**src/rtl/regfile_writeback_ctrl_pkg.sv**
```systemverilog
// Shared types and constants for the register-file writeback controller.
package regfile_writeback_ctrl_pkg;
  localparam int REG_ADDR_W = 5;
  localparam logic [REG_ADDR_W-1:0] REG_ZERO = 5'd0;
  localparam int NUM_REGS = 32;

  typedef enum logic [1:0] {WB_NONE, WB_ALU, WB_MDU} wb_src_e;
endpackage

```
**src/rtl/wb_result_fifo.sv**
```systemverilog
// Circular buffer for long-latency results; dout shows the head combinationally.
// Push is ignored when full and pop is ignored when empty.
module wb_result_fifo #(
  parameter int DEPTH = 4,
  parameter int W     = 37
) (
  input  logic                       clk,
  input  logic                       reset,
  input  logic                       push,
  input  logic                       pop,
  input  logic [W-1:0]               din,
  output logic [W-1:0]               dout,
  output logic                       full,
  output logic                       empty,
  output logic [$clog2(DEPTH+1)-1:0] count
);
  localparam int PW = $clog2(DEPTH);
  localparam int CW = $clog2(DEPTH+1);

  logic [W-1:0]  mem [DEPTH];
  logic [PW-1:0] rdPtr;
  logic [PW-1:0] wrPtr;
  logic          doPush;
  logic          doPop;

  assign full   = (count == CW'(DEPTH));
  assign empty  = (count == '0);
  assign doPush = push & ~full;
  assign doPop  = pop & ~empty;
  assign dout   = mem[rdPtr];

  // DEPTH is a power of two, so the pointers wrap on natural overflow.
  always_ff @(posedge clk) begin
    if (reset) begin
      rdPtr <= '0;
      wrPtr <= '0;
      count <= '0;
    end else begin
      if (doPush) wrPtr <= wrPtr + 1'b1;
      if (doPop)  rdPtr <= rdPtr + 1'b1;
      count <= count + CW'(doPush) - CW'(doPop);
    end
  end

  always_ff @(posedge clk) begin
    if (doPush) mem[wrPtr] <= din;
  end
endmodule

```
**src/rtl/regfile_writeback_ctrl.sv**
```systemverilog
// Sole register-file write port driver: ALU results win, buffered MDU results fill idle slots.
// One-cycle write latency; MDU side is back-pressured by mdu_ready, the ALU side only by alu_hold.
module regfile_writeback_ctrl
  import regfile_writeback_ctrl_pkg::*;
#(
  parameter int N            = 32,
  parameter int DEPTH        = 4,
  parameter int STARVE_LIMIT = 8
) (
  input  logic                  clk,
  input  logic                  reset,
  input  logic                  alu_valid,
  input  logic [REG_ADDR_W-1:0] alu_rd,
  input  logic [N-1:0]          alu_data,
  input  logic                  mdu_valid,
  output logic                  mdu_ready,
  input  logic [REG_ADDR_W-1:0] mdu_rd,
  input  logic [N-1:0]          mdu_data,
  input  logic                  issue_valid,
  input  logic [REG_ADDR_W-1:0] issue_rd,
  input  logic [REG_ADDR_W-1:0] rs_addr,
  input  logic [REG_ADDR_W-1:0] rt_addr,
  output logic                  read_stall,
  output logic                  alu_hold,
  output logic                  waw_error,
  output logic                  RegWrite,
  output logic [REG_ADDR_W-1:0] WriteRegister,
  output logic [N-1:0]          WriteData
);
  localparam int CW = $clog2(DEPTH+1);
  localparam int SW = $clog2(STARVE_LIMIT+1);

  logic [REG_ADDR_W+N-1:0] fifoHead;
  logic                    fifoFull;
  logic                    fifoEmpty;
  logic [CW-1:0]           fifoCount;
  logic                    doPush;
  logic                    selAlu;
  logic                    selMdu;
  logic [REG_ADDR_W-1:0]   headRd;
  logic [N-1:0]            headData;
  logic [NUM_REGS-1:0]     busy;
  logic [NUM_REGS-1:0]     busyNext;
  logic [SW-1:0]           starveCnt;
  logic [SW-1:0]           starveNext;
  wb_src_e                 wbSrc;

  assign mdu_ready  = (fifoCount < CW'(DEPTH));
  assign doPush     = mdu_valid & ~fifoFull;
  assign headRd     = fifoHead[REG_ADDR_W+N-1:N];
  assign headData   = fifoHead[N-1:0];
  assign read_stall = busy[rs_addr] | busy[rt_addr];

  wb_result_fifo #(.DEPTH(DEPTH), .W(REG_ADDR_W+N)) uFifo (
    .clk   (clk),
    .reset (reset),
    .push  (doPush),
    .pop   (selMdu),
    .din   ({mdu_rd, mdu_data}),
    .dout  (fifoHead),
    .full  (fifoFull),
    .empty (fifoEmpty),
    .count (fifoCount)
  );

  // During alu_hold the ALU is locked out, so the FIFO head is guaranteed a slot.
  always_comb begin
    selAlu     = alu_valid & ~alu_hold;
    selMdu     = ~selAlu & ~fifoEmpty;
    starveNext = (selAlu & ~fifoEmpty) ? starveCnt + 1'b1 : '0;
  end

  // Clear lands on the same edge the regfile captures the data; a new issue overrides it.
  always_comb begin
    busyNext = busy;
    if (RegWrite && wbSrc == WB_MDU) busyNext[WriteRegister] = 1'b0;
    if (issue_valid && issue_rd != REG_ZERO) busyNext[issue_rd] = 1'b1;
  end

  always_ff @(posedge clk) begin
    if (reset) begin
      RegWrite      <= 1'b0;
      WriteRegister <= REG_ZERO;
      WriteData     <= '0;
      wbSrc         <= WB_NONE;
      busy          <= '0;
      starveCnt     <= '0;
      alu_hold      <= 1'b0;
      waw_error     <= 1'b0;
    end else begin
      if (selAlu) begin
        RegWrite      <= (alu_rd != REG_ZERO);
        WriteRegister <= alu_rd;
        WriteData     <= alu_data;
        wbSrc         <= WB_ALU;
      end else if (selMdu) begin
        RegWrite      <= (headRd != REG_ZERO);
        WriteRegister <= headRd;
        WriteData     <= headData;
        wbSrc         <= WB_MDU;
      end else begin
        RegWrite <= 1'b0;
        wbSrc    <= WB_NONE;
      end

      busy <= busyNext;

      if (starveNext == SW'(STARVE_LIMIT)) begin
        alu_hold  <= 1'b1;
        starveCnt <= '0;
      end else begin
        alu_hold  <= 1'b0;
        starveCnt <= starveNext;
      end

      if (alu_valid && (alu_hold || (alu_rd != REG_ZERO && busy[alu_rd])))
        waw_error <= 1'b1;
    end
  end
endmodule

```
**config.mk**
```make
export PLATFORM = sky130hd
export DESIGN_NAME = regfile_writeback_ctrl
export DESIGN_NICKNAME = d
export VERILOG_FILES = /design/src/rtl/regfile_writeback_ctrl_pkg.sv /design/src/rtl/wb_result_fifo.sv /design/src/rtl/regfile_writeback_ctrl.sv
export SDC_FILE = /design/constraint.sdc
export NUM_CORES = 1
export LEC_CHECK = 0
export CAP_MARGIN = 20
export CORE_MARGIN = 2
export CORE_UTILIZATION = 40
export DETAILED_ROUTE_END_ITERATION = 8
export DONT_BUFFER_PORTS = 1
export GPL_TIMING_DRIVEN = 0
export PLACE_DENSITY = 0.65
export SKIP_CTS_REPAIR_TIMING = 1
export SYNTH_ARGS = -nofsm -noshare
export SYNTH_HDL_FRONTEND = slang
export SYNTH_SLANG_ARGS = --single-unit
```
**constraint.sdc**
```tcl
create_clock -name clk -period 3.7 [get_ports clk]
set_input_delay 1.11 -clock clk [delete_from_list [all_inputs] [get_ports clk]]
set_output_delay 1.11 -clock clk [all_outputs]
set_load 0.01 [all_outputs]
```
==> impl_summary.md, run 1 <==
Status
The flow ran to the end, but the final reports show violations. The checks that failed: negative setup slack.

Route
The detailed-route wire length per cell is 21.4 um. The DRC violation total after the first TritonRoute iteration is 470. The first detailed-routing pass took 5 iterations. After detailed routing, the number of vias per cell comes to around 5.6. The DRC violations left is 0. The total detailed-routing wirelength is approximately 22000 um. The number of nets with antenna violations after detailed routing is 0. Across all layers, the routed design uses 5900 vias.

Worst hold path
Along the worst hold path, the cell count comes to 2. The startpoint of the worst hold path is busy[17]$_SDFF_PP0_. The worst hold path belongs to the class register to register. The worst hold endpoint is busy[17]$_SDFF_PP0_.

Clock tree
The deepest level of the CTS H-tree is 1. The CTS tree is built. The later-pin clock latency in the skew report is between 0.5 and 0.6 ns.

TritonCTS created 25 clock buffers. The buffer levels on the longest clock path is 3. The clock root buffer is sky130_fd_sc_hd__clkbuf_16. Clock tree synthesis found a total of between 200 and 250 sinks.

The clock input transition at the sequential cells of the worst setup and hold paths is ~0.06 ns.

Power and ir drop
For this design the ratio of total power to cell area is 639 mW/mm^2. The total power is between 7 and 8 mW. The worst ir drop on vdd is ~0.49 mV. For this design the static power due to leakage is approximately 3.7 nW.

Timing
Clock skew on the completed layout was measured at between 0.015 and 0.02 ns. The final hold violation count is 0. The smallest clock period supported by the final layout is computed as around 3.7 ns. Static timing analysis puts the maximum clock frequency at ~0.27 GHz.

The transition at the pin with the smallest max-transition slack is roughly 0.73 ns. The smallest setup slack after layout is -0.0366 ns. The worst max-slew margin expressed relative to the limit is ~52%. The final max-slew violation count is 0. Setup repair after global routing could not meet its margin everywhere. Setup violations remaining at the end of the flow were counted as 1. The worst path uses 101% of the clock period.

Logic synthesis
The post-synthesis register bit count is around 240. The net count of the mapped netlist is around 780. After synthesis, the largest family of logic cells by area is multiplexers. The number of cells produced by synthesis is 674. The number of enable flip-flop cells after synthesis is 148. The flip-flop cell with the highest count after synthesis is sky130_fd_sc_hd__edfxtp_1. The number of library cell types mapped by synthesis is 44. Of the synthesized area, sequential elements account for 63.0%. The fraction of synthesized cell area in xor and xnor cells is less than 1%. In the synthesized netlist, mux cells make up roughly 18% of the area. The Yosys step of the flow raised 0 warnings. The commonest cells after synthesis are sky130_fd_sc_hd__edfxtp_1 (148), sky130_fd_sc_hd__dfxtp_1 (87), sky130_fd_sc_hd__nor2_1 (58).

A synthesized cell averages between 10 and 15 sq um. The top cell type by total area after synthesis is sky130_fd_sc_hd__edfxtp_1. Summing the areas of all and, or, nand and nor instances in the mapped netlist gives 7.35% of the synthesized area. The synthesized netlist devotes 7.39% of its cell area to compound gates. In this run the biggest area consumer among cell types represents between 40% and 50% of the synthesized area. Yosys instantiated no cell more often than sky130_fd_sc_hd__edfxtp_1.

After synthesis the cells add up to roughly 0.0098 sq mm. The share of synthesized registers carrying an async set or reset is 0%. Yosys attributes the largest share of cell area to sky130_fd_sc_hd__edfxtp_1 (45%), sky130_fd_sc_hd__dfxtp_1 (18%), sky130_fd_sc_hd__mux4_2 (12%), sky130_fd_sc_hd__mux2i_1 (4.4%), sky130_fd_sc_hd__a211oi_1 (3.1%).

The synthesized netlist devotes about 1.1% of its cell area to adder and majority cells.

Floorplanning
The die covers 0.0258 sq mm. From left edge to right edge, the die measures around 160 um. The chip height is roughly 160 um. The region available for standard cell placement spans roughly 0.024 sq mm.

The effective utilization at floorplan is 40.6%. For this design the top-level I/O count stands at 136. The total number of placement rows is 57.

Final layout
The area growth from synthesis to layout is 13.5%. Cells with a size suffix above 1 make up about 17% of the layout. The number of fill cells is 2125. The net total in the final layout is around 810. The number of diodes added for antenna fixing is 0.

Once layout is complete, the utilization of the core stands at between 40% and 50%.

Global route
The first global-routing pass estimated between 30000 and 40000 um of wire. The global-route usage over all layers is ~17%. Entering global routing, the biggest net connects 32 pins. The number of global-route vias before repair is between 5000 and 6000.

The total grt overflow is 0. The number of antenna violations at the first check in global routing was 0.

Setup path
The internal reg-to-reg setup slack is 1.26 ns. The required time at the endpoint of the critical path is 2.59 ns. The depth of the worst register-to-register path is 9. The element type at the critical path start is an input pin. The maximum fanout count along the critical path is 7. The endpoint class of the critical path is an output pin. The category of the most critical setup path is input pin to output pin.

The worst endpoint data arrival time is between 2 and 3 ns. The reg-to-reg critical path startpoint is uFifo.count[2]$_SDFF_PP0_. The critical register-to-register path endpoint is uFifo.count[2]$_SDFF_PP0_.

Placement
Routability-driven placement finished with a final weighted congestion of around 0.87. In this run the tool buffered the top-level ports with 0 buffer cells. The HPWL after detailed placement is 15700 um.

The worst setup slack before clock tree synthesis is -0.170 ns.

Job
Max-cap violations in this run came to 0.
==> metrics by stage <==
step	cell area (sq um)	hold WS, ns	instances	setup TNS (ns)
floorplan	9820	0.458	674	0
global placement	10200	0.482	998	-0.176
detailed placement	10300	0.499	1003	-0.170
CTS	11100	0.507	1048	-0.169
global route	11100	0.532	1051	-0.0906
finish	11100	0.513	1051	-0.0366
==> cell usage in the layout (no fill, tap or decap), drive strengths merged, types with 2 or more instances in the layout <==
cell	n
a2111oi	2
a211oi	41
a21oi	32
a22oi	2
and2	6
buf	20
clkbuf	65
clkinv	7
clkinvlp	3
dfxtp	87
edfxtp	148
ha	7
inv	10
mux2i	43
mux4	59
nand2	38
nand2b	7
nand3	4
nand3b	6
nor2	58
nor2b	13
nor3	6
nor3b	2
nor4	3
nor4b	2
o21ai	30
or3	3
or3b	3
xnor2	6
==> worst max-delay path, stage by stage <==
cell	delay, ns
sky130_fd_sc_hd__buf_12	0.10
sky130_fd_sc_hd__mux4_2	0.50
sky130_fd_sc_hd__mux4_2	0.48
sky130_fd_sc_hd__nor2b_4	0.13
sky130_fd_sc_hd__a31oi_1	0.15
sky130_fd_sc_hd__nand3_1	0.16
==> flip-flops by register name, indices dropped and copies added (netlist names), 2 cells and up, named ones only <==
name	count
wbSrc	2
starveCnt	4
WriteData	32
uFifo.mem	148
uFifo.wrPtr	2
uFifo.count	3
WriteRegister	5
busy	32
uFifo.rdPtr	2
==> cells by family (layout without fill, tap and decap cells) <==
kind of cell / Yosys count / in the layout
xor gates and xnor gates: 7 / 7
buffers and inverters: 53 / 106
and+or+nand+nor: 152 / 152
muxes: 103 / 103
AOI/OAI and AO/OA: 116 / 116
DFF: 235 / 235
adders and majority gates: 8 / 8
==> per-layer routing <==
layer	up-vias	share of wire, %	track usage (%)
met5	-	0	0
met4	0	1.5	3.86
met3	27	9.5	4.62
met2	236	49	29.1
met1	2958	40	22.7
li1	2679	-	-
==> report_power, final <==
| part | switching, mW | internal [mW] |
|---|---|---|
| logic | 0.771 | 0.697 |
| clock network | 0.984 | 1.40 |
| registers | 0.171 | 3.10 |
| total | 1.93 | 5.20 |
==> worst max path at each step <==
| stage | startpoint | to | slack [ns] | depth (start not counted) |
|---|---|---|---|---|
| floorplan | rt_addr[0] | read_stall | 0.002 | 5 |
| global placement | rt_addr[0] | read_stall | -0.18 | 5 |
| detailed placement | rt_addr[0] | read_stall | -0.17 | 5 |
| CTS | rt_addr[0] | read_stall | -0.17 | 5 |
| global route | rs_addr[0] | read_stall | -0.09 | 6 |
| finish | rs_addr[0] | read_stall | -0.04 | 6 |
==> cell type report <==
class                      instances  area (sq um)  area share (%)
clock buffer                      33           696            6.24
clock inverter                    12           101           0.909
timing repair buffer               8           110           0.988
inverter                           9          33.8           0.303
multi-input combinational        386          3410            30.6
buffer                            44           199            1.78
tap                              324           405            3.64
sequential                       235          6190            55.5
Note: power is estimated with default switching activity, not from simulation.
==> run 2: changes to the inputs <==
--- a/config.mk
+++ b/config.mk
@@ -7,11 +7,12 @@
 export LEC_CHECK = 0
 export CAP_MARGIN = 20
 export CORE_MARGIN = 2
-export CORE_UTILIZATION = 40
+export CORE_UTILIZATION = 30
 export DETAILED_ROUTE_END_ITERATION = 8
 export DONT_BUFFER_PORTS = 1
+export GPL_ROUTABILITY_DRIVEN = 0
 export GPL_TIMING_DRIVEN = 0
-export PLACE_DENSITY = 0.65
+export PLACE_DENSITY = 0.54
 export SKIP_CTS_REPAIR_TIMING = 1
 export SYNTH_ARGS = -nofsm -noshare
 export SYNTH_HDL_FRONTEND = slang
==> impl_summary.md, run 2 (same netlist as run 1, synthesis figures left out) <==
Job
The max-cap check violation count is 0 (unchanged).

Floorplanning
The total number of placement rows is 66 (+16%). The effective utilization at floorplan is 30.3% (-10 points). The area of the die is 0.0342 sq mm (+32%). The area of the placeable core is 0.0324 sq mm (+34%). The chip height is 185 um (+15%). The width of the die is 185 um (+15%). The number of primary I/O pins is 136 (unchanged).

Route
The routed via count divided by cell count is 4.98 (-11%). The DRC violation total after the first TritonRoute iteration is 318 (-32%). The DRC violations left is 0 (unchanged).

The detailed-route wire length per cell is 20.8 um (-2.8%). The total detailed-routing wirelength is 24300 um (+8.3%). The number of iterations in the first detailed-routing pass is 5 (unchanged).

The count of vias placed by the detailed router came to 5828 (-1.2%). The number of nets with antenna violations after detailed routing was 0 (unchanged).

Setup path
The internal reg-to-reg setup slack is 1.14 ns (-0.12 ns). Walking the worst path, the cells encountered are buf_12, mux4_2, mux4_2, nor2b_4, a31oi_1, nand3_1. The worst setup path is of the input pin to output pin kind. The endpoint class of the critical path is an output pin.

The critical register-to-register path endpoint is uFifo.count[2]$_SDFF_PP0_. The buffer and inverter count on the worst path is 1 (unchanged). The reg-to-reg critical path startpoint is uFifo.count[2]$_SDFF_PP0_. The maximum fanout count along the critical path came to 7 (unchanged). The worst endpoint data arrival time is 2.62 ns (about the same). Counting stages on the worst path, the most repeated cell is sky130_fd_sc_hd__mux4_2.

The slowest stage of the critical path belongs to the cell sky130_fd_sc_hd__mux4_2. The depth of the worst register-to-register path came to 10 (+1). The delay of the slowest critical-path stage is 0.49 ns (about the same).

The category of cells accounting for the largest share of critical-path delay is multiplexers. The required time at the endpoint of the critical path is 2.59 ns (about the same). The worst setup path is launched from an input pin.

Clock tree
The buffer levels on the longest clock path came to 3 (unchanged). The later-pin clock latency in the skew report is 0.54 ns (+0.03 ns). The clock sink count is 235 (unchanged). The clock root buffer is sky130_fd_sc_hd__clkbuf_16. The number of buffers created by CTS came to 26 (+4.0%). The clock input transition at the sequential cells of the worst setup and hold paths is 0.06 ns (about the same). The CTS tree is built. The deepest level of the CTS H-tree is 1 (unchanged).

Timing
The transition at the pin with the smallest max-transition slack is 0.726 ns (+0.000563 ns). The smallest setup slack after layout is -0.0342 ns (+0.00235 ns). The final max-slew violation count was 0 (unchanged).

Setup repair after global routing could not meet its margin everywhere. The worst max-slew margin expressed relative to the limit came to 51.6% (about the same). The setup total negative slack is -0.0342 ns (+0.00235 ns). The final hold violation count is 0 (unchanged).

The post-route fraction of the period consumed by the critical path came to 101% (about the same). The worst-case clock skew is 0.0294 ns (+0.0133 ns). The worst hold-check slack came to 0.512 ns (-0.00195 ns). The total setup violations reported at the end of the flow is 1 (unchanged). The minimum clock period is 3.73 ns (-0.00235 ns). The timing-limited maximum frequency was 0.268 GHz (about the same).

Final layout
In the final layout, the registers with the most flip-flops are uFifo.mem: 148 flops, WriteData: 32 flops, busy: 32 flops. The share of cells above drive strength 1 is 16.6% (-0.46 points). Leaving out fill and tap cells, the most frequent cell in the layout is sky130_fd_sc_hd__edfxtp_1. Leaving out fill and tap cells, the most frequent cells in the layout are sky130_fd_sc_hd__edfxtp_1 (148), sky130_fd_sc_hd__dfxtp_1 (87), sky130_fd_sc_hd__nor2_1 (58). The number of diodes added for antenna fixing came to 0 (unchanged).

The final non-filler cell total came to 1171 (+11%). The net total in the final layout is 811 (unchanged). The synthesis-to-layout area growth is 15.3%. The number of flip-flops under the largest register name is 148 (unchanged). The most flop-heavy register is uFifo.mem.

Power and ir drop
The areal power density over the cells came to 642 mW/mm^2 (+0.43%). The leakage power is 3.69 nW (+0.23%). The switching share of power is 27.4% (+0.37 points). The net switching power is 1.99 mW (+3.4%). The proportion of power drawn by the clock network is 34.5% (+1.1 points). The worst ir drop on vdd was 0.391 mV (-20%).

The relative contribution of combinational cells to total power was 20.5% (about the same). The sequential group share of total power is 45.0% (-1.0 points). The internal portion of total power is 5.28 mW (+1.5%).

Placement
The worst setup slack before clock tree synthesis is -0.182 ns (-0.0117 ns). The port buffer count is 0 (unchanged). The HPWL after detailed placement is 17000 um (+7.9%). The cell count after placement is 1121 (+12%).

Status
The checks that failed: negative setup slack. The flow ran to the end, but the final reports show violations.

Worst hold path
The path with the worst hold slack has its endpoint at starveCnt[0]$_SDFF_PP0_. The hold-critical path depth is 1 (-1). The startpoint of the worst hold path is starveCnt[0]$_SDFF_PP0_.

The worst hold path belongs to the class register to register.

Global route
The number of global-route vias before repair is 5810 (-1.9%). The largest net degree at the start of global routing was 30 (-6.3%). The global-route usage over all layers came to 14.1% (-3.2 points). The number of antenna violations at the first check in global routing came to 0 (unchanged).

The total grt overflow is 0 (unchanged). The wire length of the first global-routing pass is 36200 um (+4.6%).
## run 2: cell count changes in the layout (fill, tap and decap cells not counted), sizes merged
cell | previous run | this run
clkinv | 7 | 9
bufinv | 1 | 2
inv | 10 | 9
buf | 20 | 19
clkbuf | 65 | 66
## run 2: per-layer routing
layer,vias to the layer above,share of wire [%],global-route usage [%]
met3,23,9.7,4.84
met5,-,0,0
li1,2681,-,-
met4,0,1.1,3.02
met1,2934,42,18.8
met2,190,47,22.5
## run 2: worst max-delay path by stage
stage	cells after the start	startpoint	end	slack [ns]
6_report	6	rs_addr[0]	read_stall	-0.03
5_1_grt	6	rs_addr[0]	read_stall	-0.05
4_1_cts	5	rt_addr[0]	read_stall	-0.18
3_5_place_dp	5	rt_addr[0]	read_stall	-0.18
3_3_place_gp	5	rt_addr[0]	read_stall	-0.21
2_1_floorplan	5	rt_addr[0]	read_stall	0.002
## run 2: cell type report
class                      instances  area [sq um]
buffer                            44           199
clock buffer                      34           701
clock inverter                    14           136
fill                            3201         21000
inverter                           9          33.8
multi-input combinational        386          3420
sequential                       235          6190
tap                              442           553
timing repair buffer               7           103
## run 2: power by group through the flow
stage,sequential (mW),clock (mW),combinational [mW]
2_1_floorplan,3.28,0,1.13
3_3_place_gp,3.34,0,1.48
3_5_place_dp,3.33,0,1.53
4_1_cts,3.28,2.57,1.53
5_1_grt,3.30,2.67,1.65
6_report,3.27,2.51,1.49
## run 2: per-stage QoR
| step | total power, mW | area (sq um) | util, % |
|---|---|---|---|
| 5_1_grt | 7.63 | 11300 | 35.0 |
| 4_1_cts | 7.38 | 11300 | 34.9 |
| 2_1_floorplan | 4.41 | 9820 | - |
| 6_report | 7.27 | 11300 | 35.0 |
| 3_5_place_dp | 4.86 | 10500 | 32.3 |
| 3_3_place_gp | 4.82 | 10400 | 32.0 |
## run 2: worst reg2reg max path, stage by stage, from the launching register on
cell                      delay, ns
sky130_fd_sc_hd__dfxtp_1       0.33
sky130_fd_sc_hd__nor3_1        0.49
sky130_fd_sc_hd__buf_4         0.26
sky130_fd_sc_hd__nor2_1        0.10
sky130_fd_sc_hd__ha_1          0.28
sky130_fd_sc_hd__inv_1         0.04
sky130_fd_sc_hd__ha_1          0.18
sky130_fd_sc_hd__fa_1          0.38
sky130_fd_sc_hd__xnor2_1       0.18
sky130_fd_sc_hd__xnor2_1       0.14
sky130_fd_sc_hd__nor2_1        0.05
